==> src/rtl/fifo_wr_arbiter.sv <==
// Round-robin burst write arbiter sharing one FIFO write port among NUM_REQ
// valid/ready producers; each grant is capped by BURST_MAX and the FIFO free space.
module fifo_wr_arbiter #(
  parameter int NUM_REQ   = 4,
  parameter int DATA_W    = 8,
  parameter int DEPTH     = 8,
  parameter int CNT_W     = 4,
  parameter int BURST_MAX = 4
) (
  input  logic                        clk,
  input  logic                        rst,
  input  logic [NUM_REQ-1:0]          req_valid,
  input  logic [NUM_REQ*DATA_W-1:0]   req_data,
  output logic [NUM_REQ-1:0]          req_ready,
  input  logic                        fifo_full,
  input  logic [CNT_W-1:0]            fifo_count,
  output logic                        fifo_wr_enb,
  output logic [DATA_W-1:0]           fifo_data_in,
  output logic                        grant_vld,
  output logic [$clog2(NUM_REQ)-1:0]  grant_id
);

  localparam int ID_W = $clog2(NUM_REQ);
  localparam int BL_W = $clog2(BURST_MAX) + 1;

  typedef enum logic {
    IDLE,
    BURST
  } state_t;

  state_t          state, state_nxt;
  logic [ID_W-1:0] grant_id_nxt;
  logic [ID_W-1:0] last_id, last_id_nxt;
  logic [ID_W-1:0] pick_id;
  logic [ID_W-1:0] cand;
  logic            pick_found;
  logic [BL_W-1:0] beat_cnt, beat_cnt_nxt;
  logic [BL_W-1:0] burst_len, burst_len_nxt;
  logic [BL_W-1:0] cap_len;
  logic [CNT_W-1:0] free_space;

  // Scan from the producer after the last one served, wrapping around.
  always_comb begin
    pick_found = 1'b0;
    pick_id    = '0;
    cand       = '0;
    for (int k = 1; k <= NUM_REQ; k++) begin
      cand = ID_W'((int'(last_id) + k) % NUM_REQ);
      if (!pick_found && req_valid[cand]) begin
        pick_found = 1'b1;
        pick_id    = cand;
      end
    end
  end

  // A grant never promises more beats than the FIFO can absorb right now.
  always_comb begin
    free_space = CNT_W'(DEPTH) - fifo_count;
    if (free_space >= CNT_W'(BURST_MAX)) begin
      cap_len = BL_W'(BURST_MAX);
    end else begin
      cap_len = BL_W'(free_space);
    end
  end

  assign grant_vld = (state == BURST);

  always_comb begin
    req_ready    = '0;
    fifo_wr_enb  = 1'b0;
    fifo_data_in = '0;
    if (state == BURST) begin
      req_ready[grant_id] = !fifo_full;
      fifo_wr_enb         = req_valid[grant_id] & !fifo_full;
      fifo_data_in        = req_data[int'(grant_id)*DATA_W +: DATA_W];
    end
  end

  always_comb begin
    state_nxt     = state;
    grant_id_nxt  = grant_id;
    last_id_nxt   = last_id;
    beat_cnt_nxt  = beat_cnt;
    burst_len_nxt = burst_len;
    case (state)
      IDLE: begin
        if (pick_found && !fifo_full) begin
          state_nxt     = BURST;
          grant_id_nxt  = pick_id;
          burst_len_nxt = cap_len;
          beat_cnt_nxt  = '0;
        end
      end
      BURST: begin
        // A producer that drops valid forfeits the rest of its turn.
        if (!req_valid[grant_id]) begin
          state_nxt   = IDLE;
          last_id_nxt = grant_id;
        end else if (fifo_wr_enb) begin
          beat_cnt_nxt = beat_cnt + 1'b1;
          if (beat_cnt_nxt == burst_len) begin
            state_nxt   = IDLE;
            last_id_nxt = grant_id;
          end
        end
      end
      default: state_nxt = IDLE;
    endcase
  end

  always_ff @(posedge clk or negedge rst) begin
    if (!rst) begin
      state     <= IDLE;
      grant_id  <= '0;
      last_id   <= ID_W'(NUM_REQ - 1);
      beat_cnt  <= '0;
      burst_len <= '0;
    end else begin
      state     <= state_nxt;
      grant_id  <= grant_id_nxt;
      last_id   <= last_id_nxt;
      beat_cnt  <= beat_cnt_nxt;
      burst_len <= burst_len_nxt;
    end
  end

endmodule

==> config.mk <==
export PLATFORM = sky130hd
export DESIGN_NAME = fifo_wr_arbiter
export DESIGN_NICKNAME = d
export VERILOG_FILES = /design/src/rtl/fifo_wr_arbiter.sv
export SDC_FILE = /design/constraint.sdc
export NUM_CORES = 1
export LEC_CHECK = 0
export BUFFER_PORTS_ARGS = -buffer_cell sky130_fd_sc_hd__buf_4
export CAP_MARGIN = 20
export CORE_MARGIN = 2
export CORE_UTILIZATION = 50
export CTS_BUF_LIST = sky130_fd_sc_hd__clkbuf_8
export CTS_CLUSTER_DIAMETER = 40
export CTS_CLUSTER_SIZE = 24
export DETAILED_ROUTE_END_ITERATION = 16
export MAX_ROUTING_LAYER = met4
export PLACE_DENSITY = 0.88
export SYNTH_ARGS = -nofsm -noshare
export SYNTH_HDL_FRONTEND = slang
export SYNTH_SLANG_ARGS = --single-unit
==> constraint.sdc <==
create_clock -name clk -period 3.15 [get_ports clk]
set_clock_uncertainty 0.2 [all_clocks]
set_input_delay 0.63 -clock clk [delete_from_list [all_inputs] [get_ports clk]]
set_output_delay 0.63 -clock clk [all_outputs]
set_load 0.05 [all_outputs]
==> impl_metrics.ini, run 1 <==
[synthesis]
netlist_area_sq_um = 1090
synth_largest_area_cell = dfrtp_1
synth-edff-count = 0
synth.avg_cell_area_sq_um = 10.5
synth_top_flop_cell = dfrtp_1
async_reset_ff_frac = 1.00
yosysMostFrequentCell = nand2_1
synth-seq-area-share = 0.255
syn-num-nets = 149
synth_cells = 104
yosysTopAreaCellShare = 0.207
ys_types = 41
synth_warnings = 0
synthTopCellsByCount = nand2_1 (13), dfrtp_1 (9), mux4_2 (9)
ys_ff_latch = 11
netlist_top_cells_area = dfrtp_1 (21%), mux4_2 (19%), dfstp_2 (4.8%)

[sta]
finalSetupViolations = 0
final-hold-violation-count = 0
slew_headroom = 0.483
slew_viol_final = 0
min_period_over_period = 0.915
rsz0062_at_grt = no
tightest_slew_ns = 0.775
final.setup.tns_ns = 0
max_freq_mhz = 347
post-route-min-period_ns = 2.88

[floorplanning]
io-pin-count = 59
rows = 16
die_w_microns = 50.7
start_util = 0.544
core_area_sq_um = 2000
dieArea_sq_um = 2570
fp.dieH_microns = 50.7

[cells_and_area]
seqCellArea_sq_um = 278
n_fill_cell = 161
drive_above_1_share = 0.500
fin_util = 0.766
final_cell_count_no_fill = 187
diodes = 0
multi_input_area_sq_um = 714
fin_area_sq_um = 1530
final_nets = 206
area_delta_synth_final_pct = 40.6

[job]
maxCapViolations = 0

[cts]
numCtsBuffers = 3
clockRootBuffer = clkbuf_8
clkLatencyLatePin_ns = 0.24
cts_tree = done
postCtsHoldBufs = 0
cts_max_level = 1
cts_max_path_buffers = 2
cts.reportedPaths.clkPinSlew_ns = 0.05
post_cts_buffers = 0
cts.sinks = 11
cts_resized = 0

[critical_path]
crit_type = flip-flop to primary output
crit_arrival_ns = 2.05
worst-path-max-fanout = 19
reg2reg_from = beat_cnt[0]
crit_start = grant_id[0]
required_ns = 2.32
end_kind = primary output
startpoint_type = flip-flop

[pwr]
p_leak_nw = 0.723
vdd_drop_max_mv = 0.654
power_density_nw_per_um2 = 937

[route]
num_vias = 1055
ant_nets = 0
detail_route.first_pass.iterations = 4
drt-total-wl_microns = 2970
vias_per_cell = 5.64
wl_per_cell_microns = 15.9
drc = 0
drt_iter0_markers = 8

[place]
port_buffers = 58
dpl_cell_area_sq_um = 1490
hpwl_microns = 2390
numPlacedInstances = 183
gp_congestion = 0.844

[global_routing]
grt_pass1_vias = 1095
grt_overflow = 0
antenna_found_initial = 0
grt_max_degree = 20
grt_pass1_wl_microns = 4950
grt_usage = 0.264

[min_path]
hold_class = input port to async pin

[status]
outcome = complete, no violations
## area by class of cell
type                    count  area share
flip-flops and latches     11       0.181
well taps                  27      0.0220
clock buffers               3      0.0269
repair buffers             59       0.289
inverters                   5      0.0122
multi-input cells          81       0.466
clock inverters             1     0.00245
## critical path, stage by stage (launching register included)
cell and delay (ns):
dfrtp_1 0.84, mux4_2 0.60, and2_1 0.18, buf_4 0.19
## layer usage
metal	vias to the layer above	track usage	share of wire
met4	0	0.0766	0.013
li1	499	-	-
met2	44	0.482	0.55
met5	-	-	0
met3	6	0.0565	0.066
met1	506	0.288	0.37
## power by group
part / switching (mW) / internal, mW
clock network: 0.0530 / 0.0856
registers: 0.126 / 0.211
logic: 0.548 / 0.412
total: 0.727 / 0.709
## sequential cells by signal (all words and copies together), names as in the netlist
signal     count
last_id        2
grant_id       2
beat_cnt       3
burst_len      3
grant_vld      1
## placed cells by master, fill, tap and decap left out, types with 3 or more instances in the layout
cell type | synthesis | routed
dfrtp_1 | 9 | 9
mux4_2 | 9 | 9
mux2i_1 | 3 | 3
buf_4 | 0 | 59
o21ai_1 | 6 | 6
nor3b_1 | 4 | 4
nor2_1 | 3 | 3
clkbuf_8 | 2 | 3
inv_1 | 5 | 6
nand2_1 | 13 | 13
and2_1 | 8 | 8
## worst paths after layout
check / end / slack, ns / depth (start not counted)
max in group asynchronous: last_id[0] / 2.51 / 1
worst max register to register: last_id[1] / 1.07 / 5
worst max-delay path: fifo_data_in[5] / 0.27 / 3
min in group clk: burst_len[0] / 0.31 / 2
worst min-delay path: grant_vld / 0.02 / 1
worst min register to register: burst_len[0] / 0.31 / 2
## cells by family after synthesis
kind of cell / count (synthesis) / share of synthesized area
flops: 11 / 0.255
buf+inv: 12 / 0.0895
compound gates: 19 / 0.124
xor+xnor: 3 / 0.0390
fa+ha+maj: 2 / 0.0230
mux: 14 / 0.238
simple gates: 43 / 0.232
## through the flow
stage,hold slack [ns],setup slack (ns),power (mW)
global route,0.0208,0.130,1.53
floorplan,0.134,0.150,1.11
finish,0.0198,0.267,1.44
global placement,0.269,0.569,1.26
detailed placement,0.272,0.500,1.30
CTS,0.0189,0.251,1.45
(Power assumes the default switching activity.)
==> inputs of run 2 (changes only) <==
--- a/config.mk
+++ b/config.mk
@@ -15,6 +15,7 @@
 export DETAILED_ROUTE_END_ITERATION = 16
 export MAX_ROUTING_LAYER = met4
 export PLACE_DENSITY = 0.88
+export SETUP_SLACK_MARGIN = 0.5
 export SYNTH_ARGS = -nofsm -noshare
 export SYNTH_HDL_FRONTEND = slang
 export SYNTH_SLANG_ARGS = --single-unit
==> impl_metrics.ini, run 2 (synthesis results as in run 1) <==
[pwr]
p_comb_frac = 0.701
p_sw_uw = 734
vdd_drop_max_mv = 0.579
seq_power_share = 0.204
power.internal_uw = 731
power.share.switching = 0.501
p_clk_frac = 0.095
power_density_nw_per_um2 = 935
p_leak_nw = 0.737

[cells_and_area]
fin_util = 0.783
fin_area_sq_um = 1570
final_cell_mix = buf_4 (61), nand2_1 (13), mux4_2 (9)
n_fill_cell = 151
seqCellArea_sq_um = 279
final_common_cell = buf_4
multi_input_area_sq_um = 732
largest_registers = beat_cnt: 3 flops, burst_len: 3 flops
drive_above_1_share = 0.537
final_nets = 208
area_delta_synth_final_pct = 43.7
diodes = 0

[critical_path]
required_ns = 2.32
crit_arrival_ns = 1.68
path_cells = buf_4 > mux4_2 > nor2b_2 > buf_4
slowest_stage = mux4_2
crit_type = input port to primary output
startpoint_type = input port
worst-path-max-fanout = 7
end_kind = primary output
r2r_end = last_id[1]
reg2reg_from = grant_vld
cp_num_buf_inv = 2
slowest_delay_ns = 0.55
worstRegToRegCells = 4
path_common_cell = buf_4
cp_top_family = multiplexers
r2r_slack_ns = 1.09

[global_routing]
grt_max_degree = 20
grt_pass1_vias = 1071
grt_usage = 0.266
grt_overflow = 0
antenna_found_initial = 0
grt_pass1_wl_microns = 5000

[place]
dpl_cell_area_sq_um = 1510
port_buffers = 58
hpwl_microns = 2370
gp_congestion = 0.862

[sta]
max_freq_mhz = 398
min_period_over_period = 0.798
final-hold-violation-count = 0
slew_headroom = 0.630
final.setup.tns_ns = 0
finalSetupViolations = 0
slew_viol_final = 0
rsz0062_at_grt = no
post-route-min-period_ns = 2.51
tightest_slew_ns = 0.556

[route]
vias_per_cell = 5.68
drt_iter0_markers = 14
drt-total-wl_microns = 2910
detail_route.first_pass.iterations = 4
ant_nets = 0
drc = 0
wl_per_cell_microns = 15.4
num_vias = 1073

[cts]
cts.reportedPaths.clkPinSlew_ns = 0.05
clkLatencyLatePin_ns = 0.24
clockRootBuffer = clkbuf_8
cts_max_path_buffers = 2
cts_tree = done
postCtsHoldBufs = 0
cts.sinks = 11
cts_max_level = 1
numCtsBuffers = 3

[floorplanning]
rows = 16
start_util = 0.544
die_w_microns = 50.7
io-pin-count = 59
dieArea_sq_um = 2570
fp.dieH_microns = 50.7
core_area_sq_um = 2000

[min_path]
hold_class = input port to async pin

[status]
outcome = complete, no violations

[job]
maxCapViolations = 0
run 2: worst max-delay path by stage:
stage / startpoint / cells after the start / end
detailed placement: grant_id[0] / 4 / fifo_data_in[7]
floorplan: grant_id[0] / 4 / fifo_data_in[2]
global placement: grant_id[0] / 4 / fifo_data_in[0]
finish: req_valid[3] / 4 / fifo_wr_enb
global route: grant_vld / 3 / req_ready[2]
CTS: req_valid[3] / 4 / fifo_wr_enb
run 2: timing repair:
| item | CTS | global route |
|---|---|---|
| resized for setup | 1 | 0 |
| buffers inserted | 1 | 0 |
| endpoints found under the setup margin | 5 | 0 |
run 2: final cells by class:
cell class	instances	share of cell area
Clock buffer	3	0.0264
Clock inverter	1	0.00240
Sequential cell	11	0.178
Timing Repair Buffer	61	0.292
Multi-Input combinational cell	81	0.467
Inverter	5	0.0120
Tap cell	27	0.0216
run 2: layer usage:
| layer | part of all wire | vias to the layer above | GRT usage | routed length (microns) |
|---|---|---|---|---|
| met5 | 0 | - | - | 0 |
| met4 | 0.015 | 0 | 0.0811 | 44 |
| met3 | 0.057 | 6 | 0.0387 | 165 |
| met2 | 0.53 | 40 | 0.476 | 1550 |
| met1 | 0.39 | 524 | 0.307 | 1140 |
| li1 | - | 503 | - | - |
run 2: stage by stage:
step	power (mW)	hold WS (ns)	worst slack, ns	instances
4_1_cts	1.47	0.0238	0.640	189
5_1_grt	1.56	0.0218	0.528	189
3_3_place_gp	1.29	0.272	0.644	184
6_report	1.46	0.0164	0.635	189
3_5_place_dp	1.32	0.276	0.612	184
2_1_floorplan	1.12	0.134	0.537	104
run 2: power by group through the flow:
| stage | sequential (mW) | clock [mW] | combinational [mW] |
|---|---|---|---|
| 3_5_place_dp | 0.315 | 0 | 1.00 |
| 2_1_floorplan | 0.327 | 0 | 0.797 |
| 6_report | 0.298 | 0.140 | 1.03 |
| 4_1_cts | 0.295 | 0.141 | 1.03 |
| 5_1_grt | 0.312 | 0.152 | 1.10 |
| 3_3_place_gp | 0.311 | 0 | 0.974 |
